**src/rtl/cc_puncture_if.sv**
```systemverilog
// Handshake bundle between the encoder, the puncturing stage and the interleaver.
// The slave modport is the puncturing stage; the master modport is whoever drives it.
interface cc_puncture_if;
    logic [1:0] rate;
    logic       valid_in;
    logic       sof_in;
    logic [1:0] z_in;
    logic       in_ready;
    logic       valid_out;
    logic       bit_out;

    // valid/ready: a pair moves on a rising edge where valid_in && in_ready;
    // the output side has no ready, so valid_out/bit_out must be taken every cycle.
    modport master (
        output rate, valid_in, sof_in, z_in,
        input  in_ready, valid_out, bit_out
    );

    modport slave (
        input  rate, valid_in, sof_in, z_in,
        output in_ready, valid_out, bit_out
    );
endinterface

```
**src/rtl/cc_puncture.sv**
```systemverilog
// 802.16 OFDM puncturer: takes {Y,X} mother-code pairs, keeps the bits the rate's
// pattern selects and serialises them one per cycle through a two-bit buffer.
module cc_puncture #(
    parameter logic [1:0] RATE_RST = 2'b00
) (
    input  logic         clk,
    input  logic         reset,
    cc_puncture_if.slave bus
);

    logic [1:0] rate_q, rate_d;
    logic [2:0] idx_q, idx_d;
    logic [1:0] cnt_q, cnt_d;
    logic [1:0] buf_q, buf_d;

    logic       xfer;
    logic [1:0] eff_rate;
    logic [2:0] eff_idx;
    logic [2:0] period;
    logic [0:4] x_mask;
    logic [0:4] y_mask;
    logic       keep_x;
    logic       keep_y;

    assign bus.in_ready  = (cnt_q <= 2'd1);
    assign bus.valid_out = (cnt_q != 2'd0);
    assign bus.bit_out   = buf_q[0];

    always_comb begin
        xfer     = bus.valid_in && bus.in_ready;
        eff_rate = bus.sof_in ? bus.rate : rate_q;
        eff_idx  = bus.sof_in ? 3'd0 : idx_q;

        // Masks read left to right from pattern position 0.
        case (eff_rate)
            2'b00:   begin period = 3'd1; x_mask = 5'b10000; y_mask = 5'b10000; end
            2'b01:   begin period = 3'd2; x_mask = 5'b10000; y_mask = 5'b11000; end
            2'b10:   begin period = 3'd3; x_mask = 5'b10100; y_mask = 5'b11000; end
            default: begin period = 3'd5; x_mask = 5'b10101; y_mask = 5'b11010; end
        endcase
        keep_x = x_mask[eff_idx];
        keep_y = y_mask[eff_idx];

        rate_d = rate_q;
        idx_d  = idx_q;
        cnt_d  = cnt_q;
        buf_d  = buf_q;

        if (cnt_q != 2'd0) begin
            buf_d = {1'b0, buf_q[1]};
            cnt_d = cnt_q - 2'd1;
        end

        // in_ready implies cnt_q<=1, so the drain above has emptied the buffer.
        if (xfer) begin
            case ({keep_y, keep_x})
                2'b11:   begin buf_d = {bus.z_in[1], bus.z_in[0]}; cnt_d = 2'd2; end
                2'b01:   begin buf_d = {1'b0, bus.z_in[0]};        cnt_d = 2'd1; end
                default: begin buf_d = {1'b0, bus.z_in[1]};        cnt_d = 2'd1; end
            endcase
            idx_d = (eff_idx == period - 3'd1) ? 3'd0 : eff_idx + 3'd1;
            if (bus.sof_in) begin
                rate_d = bus.rate;
            end
        end
    end

    always_ff @(posedge clk) begin
        if (reset) begin
            rate_q <= RATE_RST;
            idx_q  <= 3'd0;
            cnt_q  <= 2'd0;
            buf_q  <= 2'd0;
        end else begin
            rate_q <= rate_d;
            idx_q  <= idx_d;
            cnt_q  <= cnt_d;
            buf_q  <= buf_d;
        end
    end

endmodule
```
**src/flat_wrapper.sv**
```systemverilog
// flat-port wrapper written by rule: the top's interface ports become plain ports
module cc_puncture_flat 
#(
    parameter logic [1:0] RATE_RST = 2'b00
)
  (clk, reset, bus_rate, bus_valid_in, bus_sof_in, bus_z_in, bus_in_ready, bus_valid_out, bus_bit_out);
  cc_puncture_if bus_i ();
  input  logic clk;
  input  logic reset;
  input wire logic [$bits(bus_i.rate)-1:0] bus_rate;
  input wire logic [$bits(bus_i.valid_in)-1:0] bus_valid_in;
  input wire logic [$bits(bus_i.sof_in)-1:0] bus_sof_in;
  input wire logic [$bits(bus_i.z_in)-1:0] bus_z_in;
  output wire logic [$bits(bus_i.in_ready)-1:0] bus_in_ready;
  output wire logic [$bits(bus_i.valid_out)-1:0] bus_valid_out;
  output wire logic [$bits(bus_i.bit_out)-1:0] bus_bit_out;
  assign bus_i.rate = bus_rate;
  assign bus_i.valid_in = bus_valid_in;
  assign bus_i.sof_in = bus_sof_in;
  assign bus_i.z_in = bus_z_in;
  assign bus_in_ready = bus_i.in_ready;
  assign bus_valid_out = bus_i.valid_out;
  assign bus_bit_out = bus_i.bit_out;
  cc_puncture #(.RATE_RST(RATE_RST)) u_core (.clk(clk), .reset(reset), .bus(bus_i));
endmodule
```
**config.mk**
```make
export PLATFORM = sky130hd
export DESIGN_NAME = cc_puncture_flat
export DESIGN_NICKNAME = d
export VERILOG_FILES = /design/src/rtl/cc_puncture_if.sv /design/src/rtl/cc_puncture.sv /design/src/flat_wrapper.sv
export SDC_FILE = /design/constraint.sdc
export NUM_CORES = 1
export LEC_CHECK = 0
export CAP_MARGIN = 25
export CORE_MARGIN = 4
export CORE_UTILIZATION = 39
export CTS_CLUSTER_DIAMETER = 100
export DETAILED_ROUTE_END_ITERATION = 10
export RECOVER_POWER = 25
export SYNTH_ARGS = -nofsm -noshare
export SYNTH_HDL_FRONTEND = slang
export SYNTH_SLANG_ARGS = --single-unit
```
**constraint.sdc**
```tcl
create_clock -name clk -period 2.8 [get_ports clk]
set_input_delay 0.56 -clock clk [delete_from_list [all_inputs] [get_ports clk]]
set_output_delay 0.56 -clock clk [all_outputs]
set_load 0.01 [all_outputs]
```
Word-level counts from Yosys, hierarchy flattened
Cells that the tools add are included.

$add $sub $neg: 3. Multipliers: 0. Divide/modulo/power cells: 0. Magnitude comparators: 2. Equal/unequal tests: 5. Shift operators: 0. Multiplexer cells: 18. Bitwise operators: 1. Reductions and logical operators: 6.

Operator list (count): 2-bit two-way mux (6); 3-bit case mux with 3 select lines (1); 4-bit case mux with 2 select lines (1); 1-bit binary-select mux with 3-bit select (2); 3-bit two-way mux (2); 3-bit case mux with 2 select lines (1); 2-bit by 1-bit == test with 1-bit output (second input constant) (2); 2-bit == test (second input constant) (2); 4-bit >= comparator (second input constant) (1); 1-bit two-way mux (4); 3-bit inverter with 4-bit output (1); 2-bit case mux with 2 select lines (1); 2-bit nonzero test (2); 2-bit OR reduction (2); 3-bit by 1-bit adder with 3-bit output (second input constant) (1); 3-bit == test (1); 3-bit by 1-bit subtractor with 3-bit output (second input constant) (1); 2-bit by 1-bit less-or-equal comparator with 1-bit output (second input constant) (1); 2-bit logical NOT (1); 2-bit by 1-bit subtractor with 2-bit output (second input constant) (1); 1-bit logical AND (1).

Register bits: 9. Latch bits: 0. RAM bits: 0. Bits in read-only memories: 0. Output and inout bits: 3. Word-level logic and storage cells: 39. Memories kept: 0.

Depth between registers and ports, before layout
Gate-level depths: netlist of run 1.

Depth after elaboration: 10. Mapped depth: 7. Gate-level depth less buffers: 6.

Worst setup path before layout of run 1
OpenSTA, ideal clock, no wires.

Path kind: reg-to-reg. From: register u_core.cnt_q[1]. To: register u_core.buf_q[0]. Setup time: 0.132 ns. Arrival: 1.373 ns. Required time: 2.668 ns. Path slack: 1.295 ns. Stages on the path, launching flop included: 8. Path buffers: 1. Clock period less this slack: 1.505 ns. Path through: dfxtp_1 -> inv_1 -> ha_1 -> nand2b_1 -> and2_0 -> clkbuf_1 -> a211oi_1 -> a211oi_1.

Word-level cells in the longest chain between the ends: 3. Elaborated cells on any way between the ends: 5.

RTL lines: start, declared (RTL line cc_puncture.sv:13) `logic [1:0] cnt_q, cnt_d;`; start signal, assigned (RTL line cc_puncture.sv:77) `cnt_q <= cnt_d;`; 2-bit by 1-bit less-or-equal comparator with 1-bit output * (RTL line cc_puncture.sv:25) `assign bus.in_ready = (cnt_q <= 2'd1);`; net bus_in_ready (RTL line flat_wrapper.sv:14) `output wire logic [$bits(bus_i.in_ready)-1:0] bus_in_ready;`; 1-bit logical AND * (RTL line cc_puncture.sv:30) `xfer = bus.valid_in && bus.in_ready;`; 2-bit two-way mux / 2-bit nonzero test (equally long branches); end signal, assigned (RTL line cc_puncture.sv:78) `buf_q <= buf_d;`; end, declared (RTL line cc_puncture.sv:14) `logic [1:0] buf_q, buf_d;`.

Mark *: on every way through the listed nets, which the timed path passes. The rest lies on a longest branch. A chain may end at the register's enable or synchronous reset.

Worst setup path in the final report of run 1
From: register u_core.cnt_q[1]. To: output port bus_in_ready.

Word-level cells in the longest chain between the ends: 1.

RTL lines (RTL line): 2-bit by 1-bit less-or-equal comparator with 1-bit output (cc_puncture.sv:25); end, declared (flat_wrapper.sv:14).

No other way between the ends.

==> impl_metrics.csv, run 1 <==
group,metric,value,unit
run_status,run_status,"complete, no violations",
synthesis,synthesis.area_per_instance,8.70,sq um
sta,period_share,0.777,
cells_and_area,drive_gt1_frac,0.0741,
route,detail_route.wirelength,1330,um
pwr,leakagePower,0.290,nW
sta,clock-skew-final,0.00408,ns
pwr,total_power,0.000533,W
global_route,groute.usage.overall,0.136,
pwr,power.density_cell_area,722,mW/mm^2
cells_and_area,antenna_cells,0,
sta,layout_min_cycle_time,2.17,ns
place,place_area,712,sq um
place,port_buffers,10,
worst_setup_path,worst-path-max-fanout,6,
clocking,insertion_delay,0.26,ns
floorplan,floorplan.die_area,0.00223,sq mm
worst_setup_path,critPathBufInv,2,
route,remaining_drc_errors,0,
route,dr_iter_0_viols,12,
cells_and_area,area.growth.synth_to_final,22.9,%
worst_setup_path,timing.reg2reg.setup_slack,1.23,ns
synthesis,dominantRegCellSynth,"dfxtp_1",
place,post-dp-hpwl,954,um
worst_setup_path,cp_top_family,"buffers and inverters",
synthesis,syn-cell-area,601,sq um
route,post_drt_via_cell_ratio,5.70,
place,gp_congestion,0.820,
synthesis,synth_top_area_share,0.300,
sta,max_slew.worst_pin.slew,0.399,ns
global_route,grt_first_pass_wirelength,2090,um
synthesis,ys_seq_area_frac,0.300,
sta,rsz0062_at_grt,"false",
synthesis,mappedNetlistNets,80,
clocking,clk_root_buffer_cell,"clkbuf_4",
pwr,irDropWorstVdd,0.000421,V
hold_path,whs_endpoint,"u_core.buf_q[1]",
clocking,clk_pin_slew_worst_paths,0.06,ns
route,detail_route.wl_per_cell,13.8,um
hold_path,hold_start,"u_core.buf_q[1]",
sta,hold_violations,0,
worst_setup_path,nature_of_the_critical_path_startpoint,"register",
floorplan,floorplan.core_area,0.00138,sq mm
synthesis,ys_ff_latch,9,
global_route,grt_max_degree,12,
clocking,hold_buffers,0,
clocking,resize_count_post_cts,0,
clocking,cts_made_buffers,3,
worst_setup_path,critPathRequiredTime,2.24,ns
global_route,grt.overflow.total,0,
worst_setup_path,worst_ep_arrival_time,1.61,ns
route,final_antenna_net_count,0,
worst_setup_path,timing_worst_setup_path_type,"reg2out",
worst_setup_path,slowest_stage,"clkdlybuf4s50_1",
synthesis,synth.top_cells.by_area,"dfxtp_1, mux2i_1, ha_1",
cells_and_area,final_cell_area,738,sq um
route,vias,547,
cells_and_area,nNetsFinal,93,
worst_setup_path,critPathMaxStageDelay,0.59,ns
job,max_cap_viol_count,0,
global_route,vias_in_the_first_global_route,461,
worst_setup_path,rr_startpoint,"u_core.cnt_q[1]",
synthesis,number_of_flops_mapped_to_enable_cells_by_yosys,0,
synthesis,syn_inst,69,
synthesis,post_synth_num_cell_types,32,
worst_setup_path,worst_r2r_endpoint,"u_core.cnt_q[0]",
clocking,clock_path_buffers,2,
clocking,clock_tree.htree_level_count,1,
floorplan,top_level_ports,11,
global_route,antenna_found_initial,0,
floorplan,dieWidth,47.2,um
sta,timing.final.ws_setup,0.625,ns
synthesis,synth_async_sr_flop_share,0,
sta,maxClockFrequency,460,MHz
worst_setup_path,critical_path.cell_chain,"inv_1 -> ha_1 -> nand2b_1 -> clkdlybuf4s50_1",
synthesis,synthesis.yosys.warnings,0,
floorplan,floorplan.rows,13,
sta,finalSetupTns,0,ns
sta,timing.final.setup_violations,0,
clocking,clock_sink_count,9,
floorplan,floorplan.die.height,47.2,um
place,dp_worst_setup_slack,0.631,ns
worst_setup_path,critical_path.endpoint_type,"output pin",
sta,worst_slew_margin_rel,0.733,
sta,timing_max_transition_violations_final,0,
synthesis,yosysMostFrequentCell,"dfxtp_1",
floorplan,initial_core_utilization,0.434,
synthesis,largest_area_contributor_in_the_synthesized_netlist,"dfxtp_1",
worst_setup_path,r2r.worst_path.cells,6,
hold_path,holdPathStages,2,
sta,holdWs,0.470,ns
clocking,postCtsSetupRepairBufs,0,
clocking,tritoncts,"yes",
route,first_pass_iteration_count_of_the_detailed_router,4,
hold_path,hold_path_class,"reg2reg",
synthesis,commonest_cells_in_the_netlist,"dfxtp_1, nor2_1, nor2b_1",
==> cells by family after synthesis <==
group           synth area share
compound gates             0.179
xor+xnor                  0.0292
fa+ha+maj                 0.0625
buf+inv                   0.0375
flops                      0.300
mux                       0.0854
simple gates               0.306
==> registers in the layout, indices dropped and copies added (netlist names) <==
register,flops
u_core.idx_q,3
u_core.cnt_q,2
u_core.buf_q,2
u_core.rate_q,2
==> through the flow <==
stage / cells / util
floorplan: 69 / -
global placement: 92 / 0.515
detailed placement: 92 / 0.515
CTS: 96 / 0.534
global route: 96 / 0.534
finish: 96 / 0.534
==> power breakdown <==
group	switching (W)	internal [W]
Clock	0.0000476	0.0000550
Sequential	0.0000247	0.000155
Combinational	0.000128	0.000123
==> worst max path at each step <==
stage	startpoint	to	slack, ns	cells past startpoint
2_1_floorplan	u_core.cnt_q[1]	u_core.buf_q[0]	1.30	7
3_3_place_gp	bus_sof_in	u_core.idx_q[2]	0.64	6
3_5_place_dp	bus_sof_in	u_core.idx_q[2]	0.63	6
4_1_cts	u_core.cnt_q[1]	bus_in_ready	0.60	4
5_1_grt	u_core.cnt_q[1]	bus_in_ready	0.51	4
6_report	u_core.cnt_q[1]	bus_in_ready	0.63	4
==> metal layers <==
layer | track usage | vias up | wire [um]
li1 | - | 277 | -
met1 | 0.179 | 256 | 625
met2 | 0.198 | 14 | 609
met3 | 0.0690 | 0 | 91
met4 | 0.0331 | 0 | 0
met5 | 0 | - | 0
==> cell usage in the layout (no fill, tap or decap), types with 2 or more instances in the layout <==
master and count:
clkdlybuf4s50_1 9, dfxtp_1 9, nor2b_1 5, nor2_1 5, inv_1 4, mux2i_1 4, nand3_1 4, nand2b_1 3
ha_1 3, clkbuf_4 3, o311ai_1 2, a211oi_1 2, nand2_1 2, o21ai_0 2, a22oi_1 2, o21ai_1 2
or3_1 2
==> worst min-delay path, stage by stage (launching register included) <==
cell and delay, ns:
dfxtp_1 0.31, nand3_1 0.06, a21oi_1 0.06
==> area by class of cell <==
cell class	count	area [sq um]
fillers	134	644
multi-input cells	54	398
flip-flops and latches	9	180
repair buffers	10	100
clock buffers	4	26.3
well taps	15	18.8
inverters	4	15.0
Power figures use the tool's default switching activity.
==> run 2: changes to the inputs <==
- clock period: 2.8 -> 2.08 ns (I/O delays scaled with it)
==> impl_metrics.csv, run 2 (synthesis gave the netlist of run 1 again) <==
group,metric,value,unit
run_status,run_status,"complete, no violations",
sta,maxClockFrequency,529,MHz
clocking,cts_made_buffers,3,
cells_and_area,mostFrequentLayoutCells,"clkdlybuf4s50_1, dfxtp_1, nor2b_1, nor2_1",
cells_and_area,number_of_flip_flops_under_the_largest_register_name,3,
global_route,grt_max_degree,9,
route,first_pass_iteration_count_of_the_detailed_router,4,
global_route,grt_first_pass_wirelength,2030,um
place,post-dp-hpwl,911,um
route,post_drt_via_cell_ratio,5.54,
pwr,power.share.sequential,0.341,
worst_setup_path,critical_path.endpoint_type,"output pin",
cells_and_area,ff_latch_area,180,sq um
cells_and_area,multi_input_area,400,sq um
pwr,clkPwrFrac,0.183,
place,gp_congestion,0.742,
worst_setup_path,critPathRequiredTime,1.66,ns
job,max_cap_viol_count,0,
cells_and_area,nNetsFinal,95,
sta,timing_max_transition_violations_final,0,
clocking,clock_tree.htree_level_count,1,
route,remaining_drc_errors,0,
floorplan,floorplan.die.height,47.2,um
worst_setup_path,worst-path-max-fanout,7,
route,final_antenna_net_count,0,
pwr,power.net_switching,0.000257,W
worst_setup_path,timing_worst_setup_path_type,"reg2out",
clocking,insertion_delay,0.25,ns
global_route,grt.overflow.total,0,
global_route,groute.usage.overall,0.132,
place,port_buffers,10,
floorplan,floorplan.die_area,0.00223,sq mm
pwr,leakagePower,0.303,nW
floorplan,top_level_ports,11,
global_route,antenna_found_initial,0,
sta,worst_slew_margin_rel,0.759,
sta,layout_min_cycle_time,1.89,ns
cells_and_area,antenna_cells,0,
clocking,clock_sink_count,9,
floorplan,initial_core_utilization,0.434,
sta,timing.final.setup_violations,0,
cells_and_area,regMostFlops,"u_core.idx_q",
worst_setup_path,nature_of_the_critical_path_startpoint,"register",
worst_setup_path,crit_path_start,"u_core.cnt_q[0]",
global_route,vias_in_the_first_global_route,465,
pwr,irDropWorstVdd,0.000500,V
pwr,share_comb_of_total_power,0.476,
clocking,clk_pin_slew_worst_paths,0.06,ns
hold_path,hold_path_class,"reg2reg",
route,vias,543,
cells_and_area,drive_gt1_frac,0.108,
cells_and_area,fillers,129,
clocking,clock_path_buffers,2,
pwr,power_switching_share,0.363,
sta,finalSetupTns,0,ns
route,dr_iter_0_viols,17,
clocking,hold_buffers,0,
floorplan,floorplan.rows,13,
pwr,cellInternalPower,0.000451,W
clocking,clk_root_buffer_cell,"clkbuf_4",
clocking,tritoncts,"yes",
sta,clock-skew-final,0.00711,ns
pwr,power.density_cell_area,934,mW/mm^2
floorplan,dieWidth,47.2,um
sta,max_slew.worst_pin.slew,0.356,ns
route,detail_route.wirelength,1220,um
sta,hold_violations,0,
sta,holdWs,0.469,ns
worst_setup_path,worst_ep_arrival_time,1.47,ns
sta,period_share,0.909,
route,detail_route.wl_per_cell,12.4,um
cells_and_area,area.growth.synth_to_final,26.2,%
sta,rsz0062_at_grt,"false",
floorplan,floorplan.core_area,0.00138,sq mm
worst_setup_path,rr_startpoint,"u_core.cnt_q[1]",
hold_path,hold_start,"u_core.buf_q[1]",
-- run 2: worst paths after layout --
kind | depth (start not counted) | slack (ns) | end
worst max-delay path | 4 | 0.19 | bus_valid_out
worst min-delay path | 2 | 0.47 | u_core.buf_q[1]
worst max register to register | 6 | 0.49 | u_core.cnt_q[0]
worst min register to register | 2 | 0.47 | u_core.buf_q[1]
-- run 2: through the flow --
step | worst slack (ns) | instances | util | power [W] | cell area, sq um
after CTS | 0.0551 | 98 | 0.545 | 0.000717 | 753
after global routing | 0.0942 | 98 | 0.548 | 0.000780 | 758
after detailed placement | 0.175 | 94 | 0.526 | 0.000582 | 727
final | 0.189 | 98 | 0.548 | 0.000708 | 758
after global placement | 0.198 | 94 | 0.526 | 0.000583 | 727
after floorplan | 0.575 | 69 | - | 0.000463 | 601
-- run 2: area by class of cell --
type | count | area share
Inverter | 4 | 0.0198
Timing Repair Buffer | 12 | 0.155
Multi-Input combinational cell | 54 | 0.528
Clock buffer | 4 | 0.0347
Sequential cell | 9 | 0.238
Tap cell | 15 | 0.0248
-- run 2: critical path, cell delays in order, from the launching register on --
cell and delay, ns:
dfxtp_1 0.36, inv_1 0.06, ha_2 0.22, inv_1 0.06
clkdlybuf4s50_1 0.52
-- run 2: metal layers --
layer | up-vias | share of wire | track usage
met3 | 2 | 0.046 | 0.0613
met2 | 8 | 0.43 | 0.176
li1 | 284 | - | -
met5 | - | 0 | 0
met1 | 249 | 0.52 | 0.182
met4 | 0 | 0.0074 | 0.0497
-- run 2: repair_timing --
| action | in CTS | in global routing |
|---|---|---|
| endpoints found under the setup margin | 0 | 1 |
| resized for setup | 0 | 3 |
| buffers inserted | 0 | 0 |
-- run 2: power by group through the flow --
stage                     combinational [W]  clock, W  sequential, W
final                              0.000337  0.000130       0.000241
after floorplan                    0.000224         0       0.000239
after global routing               0.000388  0.000146       0.000246
after CTS                          0.000338  0.000139       0.000241
after detailed placement           0.000338         0       0.000244
after global placement             0.000336         0       0.000247
==> run 3: changes to the inputs <==
- SETUP_SLACK_MARGIN: default -> 0.3
==> impl_metrics.csv, run 3 (synthesis gave the netlist of run 1 again) <==
group,metric,value,unit
run_status,run_status,"complete, no violations",
route,remaining_drc_errors,0,
sta,timing_max_transition_violations_final,0,
worst_setup_path,timing_worst_setup_path_type,"reg2out",
cells_and_area,area.growth.synth_to_final,25.0,%
worst_setup_path,nature_of_the_critical_path_startpoint,"register",
cells_and_area,regMostFlops,"u_core.idx_q",
sta,hold_violations,0,
floorplan,floorplan.die.height,47.2,um
sta,period_share,0.799,
sta,timing.final.setup_violations,0,
worst_setup_path,critical_path.endpoint_type,"output pin",
pwr,irDropWorstVdd,0.000462,V
cells_and_area,mostFrequentLayoutCells,"clkdlybuf4s50_1, dfxtp_1, nor2b_1, nor2_1",
global_route,grt.overflow.total,0,
route,dr_iter_0_viols,17,
worst_setup_path,worst_ep_arrival_time,1.25,ns
route,detail_route.wl_per_cell,12.4,um
hold_path,hold_path_class,"reg2reg",
sta,holdWs,0.469,ns
cells_and_area,finish.cell_count_without_fillers,98,
clocking,tritoncts,"yes",
sta,max_slew.worst_pin.slew,0.356,ns
global_route,vias_in_the_first_global_route,467,
worst_setup_path,cp_num_cells,4,
worst_setup_path,crit_path_start,"u_core.cnt_q[1]",
worst_setup_path,critical_path.cell_chain,"inv_1 -> ha_1 -> nand2b_1 -> clkbuf_2",
clocking,insertion_delay,0.25,ns
worst_setup_path,r2r.worst_path.cells,6,
pwr,leakagePower,0.301,nW
worst_setup_path,worst_r2r_endpoint,"u_core.cnt_q[0]",
worst_setup_path,timing.reg2reg.setup_slack,0.49,ns
clocking,cts_made_buffers,3,
sta,layout_min_cycle_time,1.66,ns
worst_setup_path,cp_top_family,"flip-flops",
route,detail_route.wirelength,1210,um
global_route,grt_max_degree,9,
clocking,clock_tree.htree_level_count,1,
floorplan,dieWidth,47.2,um
route,first_pass_iteration_count_of_the_detailed_router,4,
worst_setup_path,critPathRequiredTime,1.66,ns
sta,maxClockFrequency,602,MHz
floorplan,floorplan.die_area,0.00223,sq mm
worst_setup_path,worst-path-max-fanout,6,
cells_and_area,antenna_cells,0,
cells_and_area,drive_gt1_frac,0.133,
sta,timing.final.ws_setup,0.418,ns
route,post_drt_via_cell_ratio,5.53,
clocking,clock_path_buffers,2,
cells_and_area,number_of_flip_flops_under_the_largest_register_name,3,
place,gp_congestion,0.742,
worst_setup_path,critPathMaxStageDelay,0.35,ns
place,dp_worst_setup_slack,0.175,ns
worst_setup_path,critPathBufInv,2,
sta,clock-skew-final,0.00652,ns
place,port_buffers,10,
global_route,antenna_found_initial,0,
pwr,total_power,0.000693,W
route,vias,542,
clocking,postCtsSetupRepairBufs,0,
worst_setup_path,slowest_stage,"dfxtp_1",
clocking,clk_root_buffer_cell,"clkbuf_4",
route,final_antenna_net_count,0,
place,placed_cells,94,
cells_and_area,nNetsFinal,95,
clocking,clock_sink_count,9,
floorplan,floorplan.rows,13,
floorplan,initial_core_utilization,0.434,
sta,finalSetupTns,0,ns
job,max_cap_viol_count,0,
sta,rsz0062_at_grt,"false",
global_route,grt_first_pass_wirelength,2040,um
floorplan,floorplan.core_area,0.00138,sq mm
clocking,clk_pin_slew_worst_paths,0.06,ns
worst_setup_path,rr_startpoint,"u_core.cnt_q[1]",
pwr,power.density_cell_area,923,mW/mm^2
place,post-dp-hpwl,911,um
sta,worst_slew_margin_rel,0.759,
worst_setup_path,setup.worst_path.end,"bus_in_ready",
global_route,groute.usage.overall,0.133,
floorplan,top_level_ports,11,
run 3: cell count changes in the layout (fill, tap and decap cells not counted), sizes merged:
cell           before  now
dlygate4sd2         0    1
clkbuf              4    5
clkdlybuf4s50       9    8
dlymetal6s2s        1    0
run 3: power by group:
| part | internal (W) | switching, W | leakage [nW] | total [W] |
|---|---|---|---|---|
| sequential | 0.000210 | 0.0000330 | 0.0742 | 0.000243 |
| clock | 0.0000736 | 0.0000564 | 0.0150 | 0.000130 |
| combinational | 0.000152 | 0.000167 | 0.211 | 0.000319 |
run 3: cell type report:
class / count / area (sq um)
Clock buffer: 4 / 26.3
Fill cell: 130 / 632
Inverter: 4 / 15.0
Multi-Input combinational cell: 54 / 400
Sequential cell: 9 / 181
Tap cell: 15 / 18.8
Timing Repair Buffer: 12 / 109
run 3: worst min-delay path by stage:
stage	start	endpoint	slack [ns]	depth (start not counted)
floorplan	u_core.buf_q[1]	u_core.buf_q[1]	0.44	2
global placement	u_core.buf_q[1]	u_core.buf_q[1]	0.45	2
detailed placement	u_core.buf_q[1]	u_core.buf_q[1]	0.46	2
CTS	u_core.buf_q[1]	u_core.buf_q[1]	0.47	2
global route	u_core.buf_q[1]	u_core.buf_q[1]	0.49	2
finish	u_core.buf_q[1]	u_core.buf_q[1]	0.47	2
run 3: per-layer routing:
metal  global-route usage  wire length [um]  up-vias
met4               0.0497                 9        0
met3               0.0613                56        2
met1                0.184               640      248
met5                    0                 0        -
li1                     -                 -      284
met2                0.176               508        8
run 3: stage by stage:
stage / utilization / area [sq um]
6_report: 0.543 / 751
5_1_grt: 0.543 / 751
4_1_cts: 0.548 / 758
3_5_place_dp: 0.526 / 727
3_3_place_gp: 0.526 / 727
2_1_floorplan: - / 601
run 3: timing repair:
action,CTS,global route
gates resized for setup,6,2
setup endpoints to repair,2,1
hold buffers,0,0
run 3: worst reg2reg max path, cell delays in order, from the launching register on:
cell,delay [ns]
dfxtp_1,0.35
inv_1,0.07
ha_1,0.17
nand2b_1,0.23
nand2_1,0.27
mux2_1,0.36
nor2_1,0.08
